**config.mk**
```make
export PLATFORM = sky130hd
export DESIGN_NAME = wb_arbiter
export DESIGN_NICKNAME = d
export VERILOG_FILES = /design/src/rtl/wb_arbiter.sv
export SDC_FILE = /design/constraint.sdc
export NUM_CORES = 1
export LEC_CHECK = 0
export CAP_MARGIN = 20
export CORE_MARGIN = 2
export CORE_UTILIZATION = 44
export DETAILED_ROUTE_END_ITERATION = 6
export HOLD_SLACK_MARGIN = 0.02
export PLACE_DENSITY_LB_ADDON = 0.2
export RECOVER_POWER = 50
export SETUP_SLACK_MARGIN = 0.4
export SLEW_MARGIN = 20
export SYNTH_ARGS = -nofsm -noshare
export SYNTH_HDL_FRONTEND = slang
export SYNTH_SLANG_ARGS = --single-unit
```
**constraint.sdc**
```tcl
create_clock -name clk -period 3.6 [get_ports clk]
set_input_delay 0.72 -clock clk [delete_from_list [all_inputs] [get_ports clk]]
set_output_delay 0.72 -clock clk [all_outputs]
set_load 0.005 [all_outputs]
```
**src/rtl/wb_arbiter.sv**
```systemverilog
// wb_arbiter: writeback-stage arbiter in front of the register file's single
// write port. In-order pipeline results always win. Out-of-order MDU results
// are bypassed when nothing else is pending, otherwise buffered in a small FIFO
// and drained in acceptance order. A saturating starve counter asks upstream
// for a bubble when a buffered MDU result has been blocked for too long.
module wb_arbiter #(
  parameter int DATA_WIDTH    = 32,
  parameter int ADDRESS_WIDTH = 5,
  parameter int FIFO_DEPTH    = 2,
  parameter int STARVE_LIMIT  = 4
) (
  input  logic                          clk,
  input  logic                          rst,
  input  logic                          pipe_valid,
  input  logic [ADDRESS_WIDTH-1:0]      pipe_rd,
  input  logic [DATA_WIDTH-1:0]         pipe_data,
  input  logic                          mdu_valid,
  input  logic [ADDRESS_WIDTH-1:0]      mdu_rd,
  input  logic [DATA_WIDTH-1:0]         mdu_data,
  output logic                          mdu_ready,
  output logic                          RegWrite,
  output logic [ADDRESS_WIDTH-1:0]      rg_wrt_dest,
  output logic [DATA_WIDTH-1:0]         rg_wrt_data,
  output logic                          stall_pipe,
  output logic [$clog2(FIFO_DEPTH):0]   fifo_count
);

  localparam int PTR_W = $clog2(FIFO_DEPTH);
  localparam int CNT_W = PTR_W + 1;
  localparam int STV_W = $clog2(STARVE_LIMIT + 1);

  // Which producer owns the write port this cycle.
  typedef enum logic [1:0] {
    SRC_NONE = 2'd0,
    SRC_PIPE = 2'd1,
    SRC_FIFO = 2'd2,
    SRC_MDU  = 2'd3
  } src_e;

  // Pointers wrap naturally because the depth is a power of two.
  function automatic logic [PTR_W-1:0] ptr_inc(input logic [PTR_W-1:0] p);
    return p + PTR_W'(1);
  endfunction

  // FIFO storage and bookkeeping.
  logic [ADDRESS_WIDTH-1:0] r_fifo_rd   [FIFO_DEPTH];
  logic [DATA_WIDTH-1:0]    r_fifo_data [FIFO_DEPTH];
  logic [PTR_W-1:0]         r_wr_ptr;
  logic [PTR_W-1:0]         r_rd_ptr;
  logic [CNT_W-1:0]         r_count;
  logic [STV_W-1:0]         r_starve;

  // Registered write-port outputs.
  logic                     r_reg_write;
  logic [ADDRESS_WIDTH-1:0] r_dest;
  logic [DATA_WIDTH-1:0]    r_data;

  // Combinational decode.
  logic                     w_empty;
  logic                     w_ready;
  logic                     w_accept;
  logic                     w_push;
  logic                     w_pop;
  src_e                     w_src;
  logic [ADDRESS_WIDTH-1:0] w_sel_rd;
  logic [DATA_WIDTH-1:0]    w_sel_data;
  logic [CNT_W-1:0]         w_count_nxt;
  logic [STV_W-1:0]         w_starve_nxt;

  // Ready depends on stored occupancy only, never on mdu_valid, so a full
  // FIFO cannot pass a result through in the same cycle.
  assign w_empty  = (r_count == CNT_W'(0));
  assign w_ready  = (r_count < CNT_W'(FIFO_DEPTH));
  assign w_accept = mdu_valid && w_ready;

  // Pop whenever the pipe is idle and something is buffered; an accepted MDU
  // result is buffered unless it is taking the bypass slot this cycle.
  assign w_pop  = !pipe_valid && !w_empty;
  assign w_push = w_accept && (pipe_valid || !w_empty);

  // Select the write-port source in fixed priority: pipe, FIFO head, bypass.
  always_comb begin
    w_src      = SRC_NONE;
    w_sel_rd   = {ADDRESS_WIDTH{1'b0}};
    w_sel_data = {DATA_WIDTH{1'b0}};
    if (pipe_valid) begin
      w_src      = SRC_PIPE;
      w_sel_rd   = pipe_rd;
      w_sel_data = pipe_data;
    end else if (!w_empty) begin
      w_src      = SRC_FIFO;
      w_sel_rd   = r_fifo_rd[r_rd_ptr];
      w_sel_data = r_fifo_data[r_rd_ptr];
    end else if (w_accept) begin
      w_src      = SRC_MDU;
      w_sel_rd   = mdu_rd;
      w_sel_data = mdu_data;
    end else begin
      w_src      = SRC_NONE;
      w_sel_rd   = {ADDRESS_WIDTH{1'b0}};
      w_sel_data = {DATA_WIDTH{1'b0}};
    end
  end

  // Next occupancy: simultaneous push and pop leaves the count unchanged.
  always_comb begin
    w_count_nxt = r_count;
    case ({w_push, w_pop})
      2'b10:   w_count_nxt = r_count + CNT_W'(1);
      2'b01:   w_count_nxt = r_count - CNT_W'(1);
      default: w_count_nxt = r_count;
    endcase
  end

  // Next starve count: grows while a buffered result is blocked by the pipe,
  // saturates at the limit, clears on any pop or when nothing is buffered.
  always_comb begin
    w_starve_nxt = r_starve;
    if (w_empty || w_pop) begin
      w_starve_nxt = {STV_W{1'b0}};
    end else if (pipe_valid) begin
      if (r_starve == STV_W'(STARVE_LIMIT)) begin
        w_starve_nxt = r_starve;
      end else begin
        w_starve_nxt = r_starve + STV_W'(1);
      end
    end else begin
      w_starve_nxt = r_starve;
    end
  end

  // FIFO pointers, occupancy and starve counter; reset discards all entries.
  always_ff @(posedge clk or posedge rst) begin
    if (rst) begin
      r_wr_ptr <= {PTR_W{1'b0}};
      r_rd_ptr <= {PTR_W{1'b0}};
      r_count  <= {CNT_W{1'b0}};
      r_starve <= {STV_W{1'b0}};
    end else begin
      r_count  <= w_count_nxt;
      r_starve <= w_starve_nxt;
      if (w_push) begin
        r_wr_ptr <= ptr_inc(r_wr_ptr);
      end else begin
        r_wr_ptr <= r_wr_ptr;
      end
      if (w_pop) begin
        r_rd_ptr <= ptr_inc(r_rd_ptr);
      end else begin
        r_rd_ptr <= r_rd_ptr;
      end
    end
  end

  // FIFO payload storage, written at the tail on each push.
  always_ff @(posedge clk or posedge rst) begin
    if (rst) begin
      for (int i = 0; i < FIFO_DEPTH; i++) begin
        r_fifo_rd[i]   <= {ADDRESS_WIDTH{1'b0}};
        r_fifo_data[i] <= {DATA_WIDTH{1'b0}};
      end
    end else if (w_push) begin
      r_fifo_rd[r_wr_ptr]   <= mdu_rd;
      r_fifo_data[r_wr_ptr] <= mdu_data;
    end else begin
      r_fifo_rd[r_wr_ptr]   <= r_fifo_rd[r_wr_ptr];
      r_fifo_data[r_wr_ptr] <= r_fifo_data[r_wr_ptr];
    end
  end

  // Register the write port. A selection targeting x0 is consumed but not
  // written; with no selection the address and data simply hold.
  always_ff @(posedge clk or posedge rst) begin
    if (rst) begin
      r_reg_write <= 1'b0;
      r_dest      <= {ADDRESS_WIDTH{1'b0}};
      r_data      <= {DATA_WIDTH{1'b0}};
    end else begin
      case (w_src)
        SRC_PIPE, SRC_FIFO, SRC_MDU: begin
          if (w_sel_rd != {ADDRESS_WIDTH{1'b0}}) begin
            r_reg_write <= 1'b1;
            r_dest      <= w_sel_rd;
            r_data      <= w_sel_data;
          end else begin
            r_reg_write <= 1'b0;
          end
        end
        default: begin
          r_reg_write <= 1'b0;
        end
      endcase
    end
  end

  assign mdu_ready   = w_ready;
  assign RegWrite    = r_reg_write;
  assign rg_wrt_dest = r_dest;
  assign rg_wrt_data = r_data;
  assign stall_pipe  = (r_starve == STV_W'(STARVE_LIMIT));
  assign fifo_count  = r_count;

endmodule

```
==> results by group, run 1 <==
Run status
  – Outcome: finished clean

Placement
  – PortBufs: 119
  – Post-DP HPWL: ~8400 um
  – Gp weighted congestion: a little over 0.8

CTS
  – CTS Buffer Depth: 2
  – Clock slew at reported path FFs: ~50 ps
  – Setup bufs post-CTS: 0
  – Total clock sinks: 119
  – Cts repair resizes: 0
  – Num CTS Buffers: 17
  – H-tree depth: 4
  – CTS root buffer: clkbuf_16
  – Worst-Skew Late Latency: around 400 ps
  – TritonCTS clock tree: done
  – Hold_buf cts: 0

Global routing
  – Remaining global-route overflow: 0
  – Initial antenna violation count: 0
  – Total GRT Usage: ~20%
  – Number of global-route vias before repair: between 4000 and 5000
  – First-pass GRT wire length: roughly 21000 um
  – Pin count of the biggest net entering global routing: 50

Timing
  – Unrepaired setup endpoints after global routing: false
  – Setup violations, final: 0
  – Slew Limit Headroom: a little under a tenth
  – Final Hold Viols: 0
  – Achievable Freq: between 300 and 400 MHz
  – Fin crit share: a little over four fifths
  – Slew Viols, Final: 0
  – Final min period: 3000 ps
  – Worst slew pin tran: between 1000 and 1500 ps
  – Setup TNS: 0 ps
  – Skew final: approximately 9 ps

Drt
  – DRT antenna net count: 0
  – Final wirelength: roughly 13000 um
  – DRC Markers: 0
  – WL/cell: about 17 um
  – DR pass1 iterations: 5
  – Via density: 5.34
  – Via count: between 3000 and 4000
  – DR iter-0 viols: about 160

Power
  – Max rail drop VDD: around 430 uV
  – P_leak: around 3.2 nW
  – Total power: around 6.3 mW
  – PD cells: 845 mW/mm^2

Yosys
  – Ys Warns: 0
  – Seq cells post-synth: around 120
  – Cell taking the most area after synthesis: dfrtp_1
  – Synth Area in Compound Gates: 8.63%
  – Mux share of post-synthesis cell area: between 20 and 30%
  – Adder-Cell Fraction of Synth Area: less than 1%
  – Simple logic cell fraction of the synthesized area: between 4 and 5%
  – Post-synth net total: approximately 500
  – Mapped Avg Cell Area: about 13 um^2
  – Mapped Area: ~0.0055 mm^2
  – Synth area leaders: dfrtp_1 54%, mux2_2 21%, mux2i_1 6.5%
  – Post-synthesis xor/xnor area fraction: less than 1%
  – Register area share after synthesis: roughly 54%
  – Mapped Cells: 420
  – Main combinational cell family by area after synthesis: multiplexers
  – Top cell type's share of synthesized area: between 50 and 60%
  – Post-synth cell types: 32

Worst setup path
  – Critical path startpoint category: input pin
  – WP data arrival: roughly 3300 ps
  – End of the worst register-to-register path: rg_wrt_data[24]$_DFFE_PP0P_
  – Reg2Reg Launch Point: r_rd_ptr$_DFFE_PP0P_
  – WS Path Type: in -> reg
  – Reg2reg path depth: 6
  – Worst Path Required: about 3900 ps
  – R2R setup slack: 930 ps
  – Max FO, Critical Path: 37
  – CP Launch Point: pipe_valid
  – Crit path to: rg_wrt_data[24]$_DFFE_PP0P_
  – Element type at the critical path end: register

Layout
  – # diodes: 0
  – Nets: approximately 620
  – Filler cells: slightly below 1000
  – Area Growth Syn to Fin: 35.3%
  – Share of cells above drive strength 1: a little over a quarter

Die
  – Io pins: between 100 and 150
  – Core area: 0.0122 mm^2
  – Chip height: around 120 um
  – Die X: ~120 um
  – Starting Density: 45.5%
  – Row count: 40
  – Die ar.: roughly 0.013 mm^2

Flow run
  – Maxcap violations: 0

Hold path
  – Hold Crit Class: reg -> reg
==> critical path, cell delays in order <==
cell and delay [ps]:
clkbuf_1 690, o21bai_4 270, buf_4 430, a211o_1 160
nand4_1 160, nor2_4 150, buf_4 320, mux2_2 380
==> synthesized netlist by cell type, drive strengths merged <==
cell      n
nor4b     1
ha        3
o21bai    1
nor2b     3
o211ai    1
buf      21
clkbuf    6
o21ai     6
nand4     1
nor3      3
nor2     40
mux2i    36
a221o    29
a21oi     4
xnor2     6
a311oi    3
dfrtp   119
mux2    107
nor3b     2
nand2     5
a21o      4
a222oi    1
a22oi     4
a211o     1
inv      11
o311ai    2
==> report_power, final <==
part / switching (mW) / internal, mW
combinational: 0.858 / 1.43
sequential: 0.439 / 2.01
clock: 0.556 / 1.04
total: 1.85 / 4.48
==> cells in the final DEF, fill, tap and decap left out, types with 3 or more instances in the layout <==
cell type,synthesis,layout
a21o_1,4,4
a21oi_1,4,4
a221o_1,29,29
a22oi_1,4,4
a311oi_1,3,3
buf_4,0,7
clkbuf_1,6,3
clkbuf_16,0,17
clkdlybuf4s50_1,0,102
clkinv_2,0,6
dfrtp_1,119,118
dlygate4sd3_1,0,16
ha_1,3,3
inv_1,11,10
mux2_2,104,104
mux2i_1,36,36
nand2_1,5,4
nor2_1,39,38
nor2b_1,3,3
nor3_1,3,3
o21ai_0,6,6
xnor2_1,6,6
==> per-stage QoR <==
stage	hold slack [ps]	instance area [um^2]	worst slack, ps	instances	utilization (%)
after floorplan	468	5540	1160	420	-
after global placement	465	6940	553	692	57.1
after detailed placement	469	6940	512	692	57.1
after CTS	480	7500	914	722	61.7
after global routing	497	7490	427	722	61.6
final	477	7490	600	722	61.6
==> registers in the layout (all words and copies together), names as in the netlist <==
name	flops
RegWrite	1
rg_wrt_dest	5
r_starve	3
r_rd_ptr	1
r_fifo_rd	10
r_wr_ptr	1
rg_wrt_data	32
r_fifo_data	64
fifo_count	2
==> cells by family after synthesis <==
| family | Yosys count |
|---|---|
| DFF | 119 |
| xor gates and xnor gates | 6 |
| AOI/OAI and AO/OA | 56 |
| buffers and inverters | 38 |
| adders and majority gates | 3 |
| and+or+nand+nor | 55 |
| muxes | 143 |
==> area by class of cell <==
class	count	area, um^2	share of cell area [%]
Timing Repair Buffer	131	1290	17.2
Tap cell	168	210	2.81
Multi-Input combinational cell	263	2400	32.1
Inverter	11	42.5	0.568
Clock inverter	10	105	1.40
Clock buffer	20	457	6.10
Sequential cell	119	2980	39.8
==> routing by layer <==
| metal | up-vias | track usage (%) | share of wire [%] |
|---|---|---|---|
| li1 | 1792 | - | - |
| met1 | 1960 | 24.1 | 42 |
| met2 | 88 | 34.9 | 52 |
| met3 | 16 | 4.77 | 4.3 |
| met4 | 0 | 7.14 | 1.6 |
| met5 | - | 0 | 0 |
==> how the worst min path moves through the flow <==
stage               depth (start not counted)                        from  slack [ps]                    endpoint
floorplan                                   1        r_wr_ptr$_DFFE_PP0P_         470        r_wr_ptr$_DFFE_PP0P_
global placement                            1  rg_wrt_dest[3]$_DFFE_PP0P_         470  rg_wrt_dest[3]$_DFFE_PP0P_
detailed placement                          1  rg_wrt_dest[2]$_DFFE_PP0P_         470  rg_wrt_dest[2]$_DFFE_PP0P_
CTS                                         1  rg_wrt_dest[2]$_DFFE_PP0P_         480  rg_wrt_dest[2]$_DFFE_PP0P_
global route                                1  rg_wrt_dest[3]$_DFFE_PP0P_         500  rg_wrt_dest[3]$_DFFE_PP0P_
finish                                      1  rg_wrt_dest[3]$_DFFE_PP0P_         480  rg_wrt_dest[3]$_DFFE_PP0P_
Note: power is estimated with default switching activity, not from simulation.
==> inputs of run 2 (changes only) <==
clock period = 2.95 ns   (was 3.6 ns; I/O delays follow)
==> results by group, run 2 (synthesis gave the netlist of run 1 again) <==
Run status
  – Outcome: complete, but fails checks
  – Failing checks: capacitance limit, slew limit

Die
  – Die X: 116 um
  – Die ar.: about 0.013 mm^2
  – Io pins: 120
  – Starting Density: between 40 and 50%
  – Row count: 40
  – Core area: 0.0122 mm^2
  – Chip height: about 120 um

Timing
  – Unrepaired setup endpoints after global routing: false
  – Setup ws final: a little under 500 ps
  – Final Hold Viols: 0
  – Skew final: 5.21 ps
  – Slew Limit Headroom: -9.66%
  – Final min period: ~2500 ps
  – Fin crit share: 83.1%
  – Achievable Freq: 408 MHz
  – Setup TNS: 0 ps
  – Slew Viols, Final: 67
  – Worst slew pin tran: 1640 ps
  – Setup violations, final: 0

Drt
  – DR pass1 iterations: 4
  – Via density: 5.34
  – Final wirelength: roughly 13000 um
  – DR iter-0 viols: 154
  – Via count: slightly below 4000
  – DRC Markers: 0
  – WL/cell: ~18 um
  – DRT antenna net count: 0

Power
  – Total power: just under 8 mW
  – Max rail drop VDD: slightly above 500 uV
  – P_leak: roughly 3.3 nW
  – PD cells: approximately 1000 mW/mm^2

Layout
  – Largest register FFs: 64
  – Commonest non-fill, non-tap cells in the layout: 118 x dfrtp_1, 104 x mux2_2, 102 x clkdlybuf4s50_1
  – Area Growth Syn to Fin: 35.8%
  – Layout Cells excl Fill: between 700 and 800
  – Commonest non-fill, non-tap cell in the layout: dfrtp_1
  – Fin area: ~0.0075 mm^2
  – # diodes: 0
  – Nets: ~630
  – Largest reg by FF count: r_fifo_data
  – Share of cells above drive strength 1: 27.3%

Placement
  – Post-DP HPWL: 8670 um
  – PortBufs: 119
  – DP Area: approximately 0.0070 mm^2
  – Cell count after placement: about 700
  – Post-place setup slack: roughly 170 ps
  – Gp weighted congestion: 0.835

Worst setup path
  – Worst path max stage delay: 640 ps
  – WP data arrival: 2750 ps
  – Critical path startpoint category: input pin
  – Crit-path cells: dlygate4sd3_1, nor4b_2, a222oi_1, o311ai_1, nor2_4, buf_4, mux2_2
  – Worst Path Required: 3250 ps
  – Element type at the critical path end: register
  – WS Path Type: in -> reg
  – Max FO, Critical Path: 13
  – Slowest-stage cell, CP: dlygate4sd3_1

Global routing
  – Number of global-route vias before repair: between 4000 and 5000
  – Remaining global-route overflow: 0
  – First-pass GRT wire length: between 20000 and 25000 um
  – Pin count of the biggest net entering global routing: 67
  – Total GRT Usage: just over 20%
  – Initial antenna violation count: 0

CTS
  – Hold_buf cts: 0
  – Setup bufs post-CTS: 0
  – Num CTS Buffers: 17
  – Cts repair resizes: 0
  – CTS Buffer Depth: 2
  – CTS root buffer: clkbuf_16
  – Clock slew at reported path FFs: roughly 50 ps
  – Total clock sinks: between 100 and 150
  – H-tree depth: 4
  – Worst-Skew Late Latency: between 400 and 500 ps
  – TritonCTS clock tree: done

Hold path
  – Hold Crit Class: reg -> reg

Flow run
  – Maxcap violations: 1
run 2: final cells by class:
cell class / instances / area, um^2
clock buffers: 30 / 524
multi-input cells: 263 / 2400
flip-flops and latches: 119 / 2980
clock inverters: 2 / 35.0
repair buffers: 136 / 1320
inverters: 11 / 45.0
fillers: 986 / 4650
well taps: 168 / 210
run 2: metrics by stage:
stage	utilization, %	hold WS, ps
6_report	61.8	472
5_1_grt	61.8	505
4_1_cts	62.0	485
3_5_place_dp	57.4	473
3_3_place_gp	57.4	471
2_1_floorplan	-	468
run 2: worst max-delay path: cells and delay by family:
family | cells | cell delay, ps
and+or+nand+nor | 2 | 380
muxes | 1 | 360
buffers and inverters | 2 | 870
AOI/OAI and AO/OA | 2 | 530
run 2: path summary, 6_finish.rpt:
path                            slack (ps)                           to                        from  cells past startpoint
worst min-delay path                   470   rg_wrt_dest[3]$_DFFE_PP0P_  rg_wrt_dest[3]$_DFFE_PP0P_                      1
worst max-delay path                   500  rg_wrt_data[24]$_DFFE_PP0P_                   mdu_valid                      7
worst max register to register         640  rg_wrt_data[24]$_DFFE_PP0P_        r_rd_ptr$_DFFE_PP0P_                      7
min in group asynchronous             1000  r_fifo_data[27]$_DFFE_PP0P_                         rst                      3
worst min register to register         470   rg_wrt_dest[3]$_DFFE_PP0P_  rg_wrt_dest[3]$_DFFE_PP0P_                      1
max in group asynchronous              720         r_rd_ptr$_DFFE_PP0P_                         rst                      3
run 2: layer usage:
layer	wire length [um]	GRT usage (%)	share of wire [%]	up-vias
met5	0	0	0	-
met4	263	8.81	2.0	0
met3	595	5.35	4.6	20
met2	6510	34.7	50	94
met1	5620	24.7	43	1983
li1	-	-	-	1798
run 2: power breakdown:
group	switching [mW]	total (mW)	internal, mW
Clock	0.670	1.94	1.27
Sequential	0.470	2.92	2.45
Combinational	1.13	2.89	1.76
Total	2.27	7.75	5.48
